### config.mk
export PLATFORM = sky130hd
export DESIGN_NAME = fifo_same_clock_level
export DESIGN_NICKNAME = d
export VERILOG_FILES = /design/src/rtl/fifo_same_clock_level.sv
export SDC_FILE = /design/constraint.sdc
export NUM_CORES = 1
export LEC_CHECK = 0
export CORE_MARGIN = 4
export CORE_UTILIZATION = 54
export DETAILED_ROUTE_END_ITERATION = 10
export PLACE_DENSITY = 0.82
export SETUP_SLACK_MARGIN = 0.15
export SYNTH_ARGS = -nofsm -noshare
export SYNTH_HDL_FRONTEND = slang
export SYNTH_SLANG_ARGS = --single-unit
export TNS_END_PERCENT = 30
### constraint.sdc
create_clock -name clk -period 2.6 [get_ports clk]
set_input_delay 0.39 -clock clk [delete_from_list [all_inputs] [get_ports clk]]
set_output_delay 0.39 -clock clk [all_outputs]
set_load 0.01 [all_outputs]
### src/rtl/fifo_same_clock_level.sv
// Single-clock first-word-fall-through FIFO with registered level flags.
// Ports: clk, rst_n (sync, active-low), we/data_in, re/data_out, nempty,
// full, almost_full, almost_empty, half_empty, fill, overflow, underflow.
// Optional sticky error flags when FIFO_SAME_CLOCK_ERR_FLAGS_EN is defined.
module fifo_same_clock_level #(
  parameter int DATA_WIDTH   = 16,
  parameter int DATA_DEPTH   = 4,
  parameter int AFULL_LEVEL  = 12,
  parameter int AEMPTY_LEVEL = 4
) (
  input  logic                  clk,
  input  logic                  rst_n,
  input  logic                  we,
  input  logic                  re,
  input  logic [DATA_WIDTH-1:0] data_in,
  output logic [DATA_WIDTH-1:0] data_out,
  output logic                  nempty,
  output logic                  full,
  output logic                  almost_full,
  output logic                  almost_empty,
  output logic                  half_empty,
  output logic [DATA_DEPTH:0]   fill,
  output logic                  overflow,
  output logic                  underflow
);

  localparam int DEPTH = 2 ** DATA_DEPTH;
  localparam int HALF  = 2 ** (DATA_DEPTH - 1);

  typedef logic [DATA_DEPTH:0]   cnt_t;
  typedef logic [DATA_DEPTH-1:0] adr_t;

  logic [DATA_WIDTH-1:0] mem_q [DEPTH];

  adr_t waddr_q, waddr_d;
  adr_t raddr_q, raddr_d;
  cnt_t fill_q, fill_d;
  logic nempty_q, nempty_d;
  logic full_q, full_d;
  logic afull_q, afull_d;
  logic aempty_q, aempty_d;
  logic half_q, half_d;
  logic wr_acc, rd_acc;

  always_comb begin
    wr_acc  = we && !full_q;
    rd_acc  = re && nempty_q;
    waddr_d = waddr_q + adr_t'(wr_acc);
    raddr_d = raddr_q + adr_t'(rd_acc);
    fill_d  = fill_q;
    unique case (1'b1)
      wr_acc && !rd_acc: fill_d = fill_q + cnt_t'(1);
      !wr_acc && rd_acc: fill_d = fill_q - cnt_t'(1);
      default: ;
    endcase
    // Flags come from the next count so they line up with fill.
    nempty_d = fill_d != '0;
    full_d   = fill_d == cnt_t'(DEPTH);
    afull_d  = int'(fill_d) >= AFULL_LEVEL;
    aempty_d = int'(fill_d) <= AEMPTY_LEVEL;
    half_d   = int'(fill_d) <= HALF;
  end

  always_ff @(posedge clk) begin
    if (!rst_n) begin
      waddr_q  <= '0;
      raddr_q  <= '0;
      fill_q   <= '0;
      nempty_q <= 1'b0;
      full_q   <= 1'b0;
      afull_q  <= 1'b0;
      aempty_q <= 1'b1;
      half_q   <= 1'b1;
    end else begin
      waddr_q  <= waddr_d;
      raddr_q  <= raddr_d;
      fill_q   <= fill_d;
      nempty_q <= nempty_d;
      full_q   <= full_d;
      afull_q  <= afull_d;
      aempty_q <= aempty_d;
      half_q   <= half_d;
    end
  end

  // Storage is never cleared; reset only rewinds the pointers.
  always_ff @(posedge clk) begin
    if (rst_n && wr_acc) mem_q[waddr_q] <= data_in;
  end

`ifdef FIFO_SAME_CLOCK_ERR_FLAGS_EN
  logic ovf_q, ovf_d;
  logic udf_q, udf_d;

  always_comb begin
    // A write while full is only an error if no read frees a slot.
    ovf_d = ovf_q | (we && full_q && !rd_acc);
    udf_d = udf_q | (re && !nempty_q);
  end

  always_ff @(posedge clk) begin
    if (!rst_n) begin
      ovf_q <= 1'b0;
      udf_q <= 1'b0;
    end else begin
      ovf_q <= ovf_d;
      udf_q <= udf_d;
    end
  end

  assign overflow  = ovf_q;
  assign underflow = udf_q;
`else
  assign overflow  = 1'b0;
  assign underflow = 1'b0;
`endif

  assign data_out     = mem_q[raddr_q];
  assign nempty       = nempty_q;
  assign full         = full_q;
  assign almost_full  = afull_q;
  assign almost_empty = aempty_q;
  assign half_empty   = half_q;
  assign fill         = fill_q;

endmodule

==> impl_metrics.ini, run 1 <==
[outcome]
outcome = complete, but fails checks
failed_checks = negative setup slack

[synth]
syn_area_um2 = 10620
syn_avg_cell_area_um2 = 22.54
synthSimpleGateAreaFrac_pct = 2.934
synth.largest_area_cell = edfxtp_1
yosysSeqAreaShare_pct = 75.80
synth_top_family_by_area = multiplexers
synth_ff_type = edfxtp_1
synthXorXnorAreaFrac_pct = 0.6481
synthAdderAreaFrac_pct = 0.5892
synth_compound_area_share_pct = 1.603
syn_inst = 471
synth_edf_count = 256
synth_area_leaders = edfxtp_1 72%, mux4_2 17%, dfxtp_1 3.4%
ys_seq_elements = 274
synth_cell_type_count = 47
synthMuxAreaShare_pct = 17.06
yosysWarnings = 0
synth_top_area_share_pct = 72.40
async_reset_ff_share_pct = 0

[clock_network]
insertion_delay_ps = 520
cts_made_buffers = 26
cts_tree = yes
cts_sinks = 274
clock_path_buffers = 3
h-tree-depth = 1
clk_pin_slew_ps = 60
cts_hold_buf = 0
cts_root_buf = clkbuf_16

[floorplanning]
ios = 48
dieArea_um2 = 21970
start_util_pct = 54.73
coreArea_um2 = 19400
rows = 51
fp.dieW_um = 148.2
chipHeight_um = 148.2

[setup_path]
max_stage_delay_ps = 520
critPathRequiredTime_ps = 2210
crit_top_cell = buf_12
cp_slowest_cell = mux4_2
path_cells = buf_12, buf_12, buf_12, mux4_2, mux4_2, buf_6
cp.buffers_inverters = 4
end_kind = output port
start_kind = register
worstPathMaxFanout = 5
cp_data_arrival_time_ps = 2510
critPathKind = register to output port
cp_top_family = multiplexers

[global_routing]
grt_usage_pct = 22.63
gr-total-overflow = 0
grt_pass1_wl_um = 36590
antenna_found_initial = 0
grt_max_degree = 26
grt_pass1_vias = 5687

[sta]
period_minus_slack_ps = 2897
hold_viol = 0
layout_setup_ws_ps = -297.0
fmax_mhz = 345.2
setup_viol = 16
setup_tns_ps = -3969
rsz0062_at_grt = yes
final_max_slew_viol_count = 0
worst_pin_slew_ps = 566.0
slew_headroom_pct = 62.15
fin_crit_sh_pct = 111.4
skew_ps = 17.07

[power]
max-vdd-ir-drop_v = 0.0004613
cellLeakagePower_nw = 4.210
cellPowerDensity_nw_per_um2 = 800.4
finalPower_mw = 10.47

[final_layout]
mostFrequentLayoutCells = 256 x edfxtp_1, 80 x mux4_2, 36 x buf_4
areaGrowthSynthToFinish_pct = 23.20
nNetsFinal = 607
antenna_cells = 0
layout-drive-gt1-share_pct = 36.71
stdcell_area_um2 = 13080
final_common_cell = edfxtp_1

[drt]
drc = 0
drt_iter0_drc = 517
post_drt_wl_per_cell_um = 28.97
routed_wl_um = 25120
vias_per_cell = 6.243
drtPass1Iterations = 4
postRouteAntennaNets = 0
vias = 5413

[placed_design]
placed_cell_area_um2 = 11820
io_buffers = 45
dp_hpwl_um = 12980
pre_cts_slack_ps = -298.2
routabilityCongestion = 0.8311

[job]
maxCapViolations = 0

[hold_path]
worstHoldPathType = register to register
-- registers in the layout (all words and copies together), names as in the netlist --
| name | count |
|---|---|
| half_empty | 1 |
| waddr_q | 4 |
| nempty | 1 |
| almost_full | 1 |
| full | 1 |
| almost_empty | 1 |
| raddr_q | 4 |
| mem_q | 256 |
| fill | 5 |
-- cell type report --
cell class	count	area, um^2
fillers	1175	6317
multi-input cells	170	2486
inverters	3	16.27
clock inverters	9	118.9
flip-flops and latches	274	8053
well taps	265	331.6
clock buffers	39	782.0
repair buffers	107	1294
-- cells by family after synthesis --
kind of cell,count (synthesis)
AO/OA/AOI/OAI,21
flip-flops,274
XOR/XNOR,7
adder cells (fa/ha/maj),5
multiplexers,81
buffers and inverters,28
AND/OR/NAND/NOR,54
other,1
-- where the power goes --
group / switching (mW) / internal, mW
sequential: 0.0754 / 4.90
combinational: 0.659 / 0.915
clock: 1.54 / 2.38
-- worst register-to-register path, stage by stage, from the launching register on --
cell and delay, ps:
dfxtp_1 330, nor2b_4 160, inv_6 40, buf_4 150, ha_1 250, a21oi_1 210
a21boi_0 340, or4_1 260, nand3_1 180, o31a_1 280
-- what timing repair did --
action / CTS / global route
resized for setup: 88 / 7
endpoints found under the setup margin: 16 / 19
setup buffers: 8 / 1
cloned: 6 / 1
pin swaps: 0 / 2
-- final timing paths --
| path | startpoint | endpoint | slack, ps | depth (start not counted) |
|---|---|---|---|---|
| hold / removal | raddr_q[3] | raddr_q[3] | 540 | 2 |
| setup reg to reg | full | nempty | 300 | 9 |
| setup / recovery | raddr_q[0] | data_out[14] | -300 | 6 |
| hold reg to reg | raddr_q[3] | raddr_q[3] | 540 | 2 |
-- synth_stat cells (2+ instances only) --
library cell  instances
edfxtp_1            256
mux4_2               80
nor2_1               19
dfxtp_1              18
buf_2                10
clkbuf_1             10
ha_1                  5
nand2_1               5
nor3_1                5
a21oi_1               4
nand2b_1              4
xnor2_1               4
and2_1                3
buf_4                 3
o31ai_1               3
a21o_1                2
a22oi_1               2
and2_2                2
nand3_1               2
nand4_1               2
nand4b_1              2
nor4b_2               2
o22ai_1               2
or4_1                 2
xor2_1                2
-- through the flow --
step                      hold slack (ps)  utilization (%)  instances
after floorplan                     488.9                -        472
after global placement              500.8            60.91        803
after detailed placement            519.2            60.91        803
after CTS                           546.7            66.99        865
after global routing                591.9            67.43        867
final                               537.8            67.43        867
-- layer usage --
layer	wire [um]	vias up	track usage, %
met5	0	-	0
met4	350	0	5.312
li1	-	2216	-
met2	13570	274	39.23
met3	1701	24	2.712
met1	9491	2899	31.44
Power figures use the tool's default switching activity.
==> inputs of run 2 (changes only) <==
==> constraint.sdc (replaced) <==
create_clock -name clk -period 2.5 [get_ports clk]
set_input_delay 0.375 -clock clk [delete_from_list [all_inputs] [get_ports clk]]
set_output_delay 0.375 -clock clk [all_outputs]
set_load 0.01 [all_outputs]
==> impl_metrics.ini, run 2 (synthesis results as in run 1) <==
[outcome]
outcome = complete, but fails checks
failed_checks = negative setup slack

[power]
swShare_pct = 22.49
comb_power_share_pct = 14.9
max-vdd-ir-drop_v = 0.0004373
p_int_mw = 8.308
cellPowerDensity_nw_per_um2 = 821.9
power.switching_mw = 2.410
finalPower_mw = 10.72
p_clk_share_pct = 36.8
cellLeakagePower_nw = 4.190
power_frac_seq_pct = 48.4

[final_layout]
layout-drive-gt1-share_pct = 36.92
nNetsFinal = 611
mostFrequentLayoutCells = 256 x edfxtp_1, 80 x mux4_2, 38 x buf_4
largest_reg_flops = 256
stdcell_area_um2 = 13040
largest-register = mem_q
areaGrowthSynthToFinish_pct = 22.83
antenna_cells = 0
final_common_cell = edfxtp_1

[global_routing]
grt_pass1_vias = 5897
grt_usage_pct = 23.83
gr-total-overflow = 0
grt_max_degree = 37
grt_pass1_wl_um = 38140
antenna_found_initial = 0

[clock_network]
cts_root_buf = clkbuf_16
cts_sinks = 274
clk_pin_slew_ps = 60
cts_made_buffers = 27
cts_tree = yes
clock_path_buffers = 3
insertion_delay_ps = 530
h-tree-depth = 1

[setup_path]
r2r_slack_ps = 280
cp_data_arrival_time_ps = 2490
critPathRequiredTime_ps = 2120
worstPathMaxFanout = 7
critPathKind = register to output port
timing.rr.end = full
max_stage_delay_ps = 520
reg2reg_depth = 9
start_kind = register
r2r-start = full
path_cells = buf_6, buf_12, buf_16, mux4_2, mux4_2, buf_6
end_kind = output port
cp_slowest_cell = mux4_2

[placed_design]
placed_cell_area_um2 = 11880
dp_hpwl_um = 12860
routabilityCongestion = 0.8363
io_buffers = 45

[sta]
layout_setup_ws_ps = -365.7
final_max_slew_viol_count = 0
fmax_mhz = 349.0
period_minus_slack_ps = 2866
fin_crit_sh_pct = 114.6
worst_pin_slew_ps = 611.1
rsz0062_at_grt = yes
slew_headroom_pct = 59.14
hold_viol = 0
skew_ps = 11.61
setup_viol = 16

[floorplanning]
start_util_pct = 54.73
coreArea_um2 = 19400
ios = 48
rows = 51
dieArea_um2 = 21970
chipHeight_um = 148.2
fp.dieW_um = 148.2

[drt]
postRouteAntennaNets = 0
drtPass1Iterations = 5
vias = 5403
drt_iter0_drc = 684
drc = 0
wl_met3_um = 1849
wl_met2_um = 12990
top_layer_used = met4
routed_wl_um = 25200
met1Wirelength_um = 9516
post_drt_wl_per_cell_um = 29.00
vias_per_cell = 6.217

[hold_path]
min_to = raddr_q[3]
worstHoldPathType = register to register
hold_depth = 2
hold_start = raddr_q[3]

[job]
maxCapViolations = 0
## run 2: cell types whose count changed in the layout (fill, tap and decap cells not counted), sizes merged
cell | before | now
clkbuf | 40 | 33
buf | 76 | 80
bufbuf | 1 | 0
clkinv | 7 | 12
clkinvlp | 0 | 1
## run 2: final cells by class
cell class	instances	area (um^2)
fill	1189	6357
tap	265	331.6
inverter	3	16.27
sequential	274	8053
clock inverter	15	146.4
multi-input combinational	170	2506
timing repair buffer	110	1294
clock buffer	32	694.4
## run 2: worst max path at each step
stage | slack, ps | cells past startpoint | endpoint | start
after floorplan | 100 | 5 | mem_q[12][0] | we
after global placement | -200 | 11 | nempty | we
after detailed placement | -360 | 11 | full | we
after CTS | -320 | 6 | data_out[2] | raddr_q[0]
after global routing | -410 | 6 | data_out[10] | raddr_q[0]
final | -370 | 6 | data_out[10] | raddr_q[0]
## run 2: worst max-delay path: cells and delay by family (launching register included)
family | cells | cell delay [ps]
flops | 1 | 410
buf+inv | 4 | 540
mux | 2 | 1030
## run 2: what timing repair did
item,4_1_cts,5_1_grt
hold buffers,0,0
setup endpoints to repair,17,22
endpoints found under the hold margin,0,0
resized for setup,89,12
gates cloned,4,1
pin swaps,1,3
setup buffers,7,0
## run 2: stage by stage
step / setup WS (ps) / cells / hold slack (ps) / util, % / setup TNS, ps
after CTS: -316.0 / 868 / 543.8 / 66.76 / -4370
after global placement: -204.5 / 810 / 500.0 / 61.25 / -4472
final: -365.7 / 869 / 549.2 / 67.23 / -4501
after global routing: -413.3 / 869 / 622.1 / 67.23 / -5338
after floorplan: 104.8 / 472 / 473.9 / - / 0
after detailed placement: -358.6 / 810 / 517.1 / 61.25 / -9159
## run 2: power by group through the flow
stage	clock network, mW	registers, mW	logic [mW]
5_1_grt	4.22	5.19	1.70
6_report	3.94	5.18	1.60
3_5_place_dp	0	5.28	1.29
2_1_floorplan	0	5.25	0.776
4_1_cts	3.97	5.17	1.52
3_3_place_gp	0	5.27	1.25
## run 2: routing by layer
layer / global-route usage (%) / vias to the layer above
met5: 0 / -
met4: 8.868 / 0
met3: 3.900 / 63
met2: 39.44 / 299
met1: 32.64 / 2821
li1: - / 2220
==> inputs of run 3 (changes only) <==
--- a/config.mk
+++ b/config.mk
@@ -6,9 +6,9 @@
 export NUM_CORES = 1
 export LEC_CHECK = 0
 export CORE_MARGIN = 4
-export CORE_UTILIZATION = 54
+export CORE_UTILIZATION = 30
 export DETAILED_ROUTE_END_ITERATION = 10
-export PLACE_DENSITY = 0.82
+export PLACE_DENSITY = 0.54
 export SETUP_SLACK_MARGIN = 0.15
 export SYNTH_ARGS = -nofsm -noshare
 export SYNTH_HDL_FRONTEND = slang
==> impl_metrics.ini, run 3 (synthesis results as in run 1) <==
[outcome]
outcome = complete, but fails checks
failed_checks = negative setup slack

[power]
max-vdd-ir-drop_v = 0.0004951
cellPowerDensity_nw_per_um2 = 802.7
cellLeakagePower_nw = 4.242

[global_routing]
grt_max_degree = 31
grt_usage_pct = 12.16
grt_pass1_wl_um = 35470
grt_pass1_vias = 5550
gr-total-overflow = 0
antenna_found_initial = 1

[clock_network]
cts_sinks = 274
clock_path_buffers = 3
clk_pin_slew_ps = 60
cts_tree = yes
h-tree-depth = 1
cts_made_buffers = 28
insertion_delay_ps = 530
cts_root_buf = clkbuf_16

[setup_path]
critPathRequiredTime_ps = 2120
cp.buffers_inverters = 4
critPathKind = register to output port
max_stage_delay_ps = 540
cp_data_arrival_time_ps = 2460
cp_slowest_cell = mux4_2
cp_top_family = multiplexers
end_kind = output port
path_cells = buf_12, buf_6, buf_12, mux4_2, mux4_2, buf_6
start_kind = register
worstPathMaxFanout = 8

[drt]
post_drt_wl_per_cell_um = 21.82
drtPass1Iterations = 4
drc = 0
vias_per_cell = 4.799
postRouteAntennaNets = 0
routed_wl_um = 23290
drt_iter0_drc = 404
vias = 5120

[sta]
worst_pin_slew_ps = 548.1
layout_setup_ws_ps = -338.8
skew_ps = 20.61
fin_crit_sh_pct = 113.6
period_minus_slack_ps = 2839
slew_headroom_pct = 63.35
setup_viol = 16
hold_viol = 0
final_max_slew_viol_count = 0
fmax_mhz = 352.3
holdWs_ps = 597.1
rsz0062_at_grt = yes

[final_layout]
antenna_cells = 0
largest_reg_flops = 256
stdcell_area_um2 = 13460
final_common_cell = edfxtp_1
mostFrequentLayoutCells = 256 x edfxtp_1, 80 x mux4_2, 38 x buf_4
largest-register = mem_q
nNetsFinal = 616
areaGrowthSynthToFinish_pct = 26.73
layout-drive-gt1-share_pct = 40.20

[floorplanning]
ios = 48
rows = 68
coreArea_um2 = 34710
chipHeight_um = 196.1
fp.dieW_um = 196.1
dieArea_um2 = 38470
start_util_pct = 30.59

[hold_path]
worstHoldPathType = input port to register

[placed_design]
dp_hpwl_um = 13820
routabilityCongestion = 0.7492
placed_cell_area_um2 = 12180
io_buffers = 45

[job]
maxCapViolations = 0
[run 3: layout make-up]
class                      count  area (um^2)
fill                        3131        21260
sequential                   274         8055
multi-input combinational    170         2517
timing repair buffer         114         1390
clock buffer                  34        753.2
tap                          455        569.3
clock inverter                17        153.9
inverter                       3        16.27
[run 3: per-layer routing]
layer  routed length, um  vias to the layer above  global-route usage, %
li1                    -                     2246                      -
met1               10340                     2720                  17.08
met2               11510                      119                  20.10
met3                1102                       33                  2.233
met4                 314                        2                  2.379
met5                  13                        -                      0
[run 3: final timing paths]
kind               from     endpoint  slack, ps  depth (start not counted)
max          raddr_q[0]  data_out[7]       -340                          6
min               rst_n   half_empty        600                          3
min reg2reg  waddr_q[0]   waddr_q[0]        610                          2
max reg2reg        full         full        290                         10
[run 3: worst register-to-register path: stages, from the launching register on]
cell,delay (ps)
dfxtp_2,340
nor2b_4,160
inv_6,30
nand2_1,60
xnor2_1,120
ha_2,250
nor3b_4,230
a31oi_4,120
a221oi_4,310
xor2_2,280
nor4b_2,230
[run 3: through the flow]
step / cells / utilization [%] / worst slack, ps / setup TNS (ps) / power, mW
floorplan: 472 / - / 104.8 / 0 / 6.027
global placement: 996 / 35.08 / -248.8 / -6612 / 6.560
detailed placement: 996 / 35.08 / -281.9 / -6721 / 6.595
CTS: 1063 / 38.55 / -386.0 / -5169 / 10.89
global route: 1067 / 38.76 / -420.6 / -6009 / 11.25
finish: 1067 / 38.76 / -338.8 / -4640 / 10.80
[run 3: what timing repair did]
item | CTS | global route
pin swaps | 0 | 3
gates resized for setup | 86 | 10
setup endpoints to repair | 16 | 22
setup buffers | 11 | 4
hold buffers | 0 | 0
cloned | 5 | 0
[run 3: report_power, final]
part           switching (mW)  internal, mW  total, mW  leakage, nW
combinational           0.651         0.946       1.60         1.34
clock                    1.68          2.35       4.03        0.444
sequential             0.0728          5.10       5.18         2.45
total                    2.40          8.40       10.8         4.24
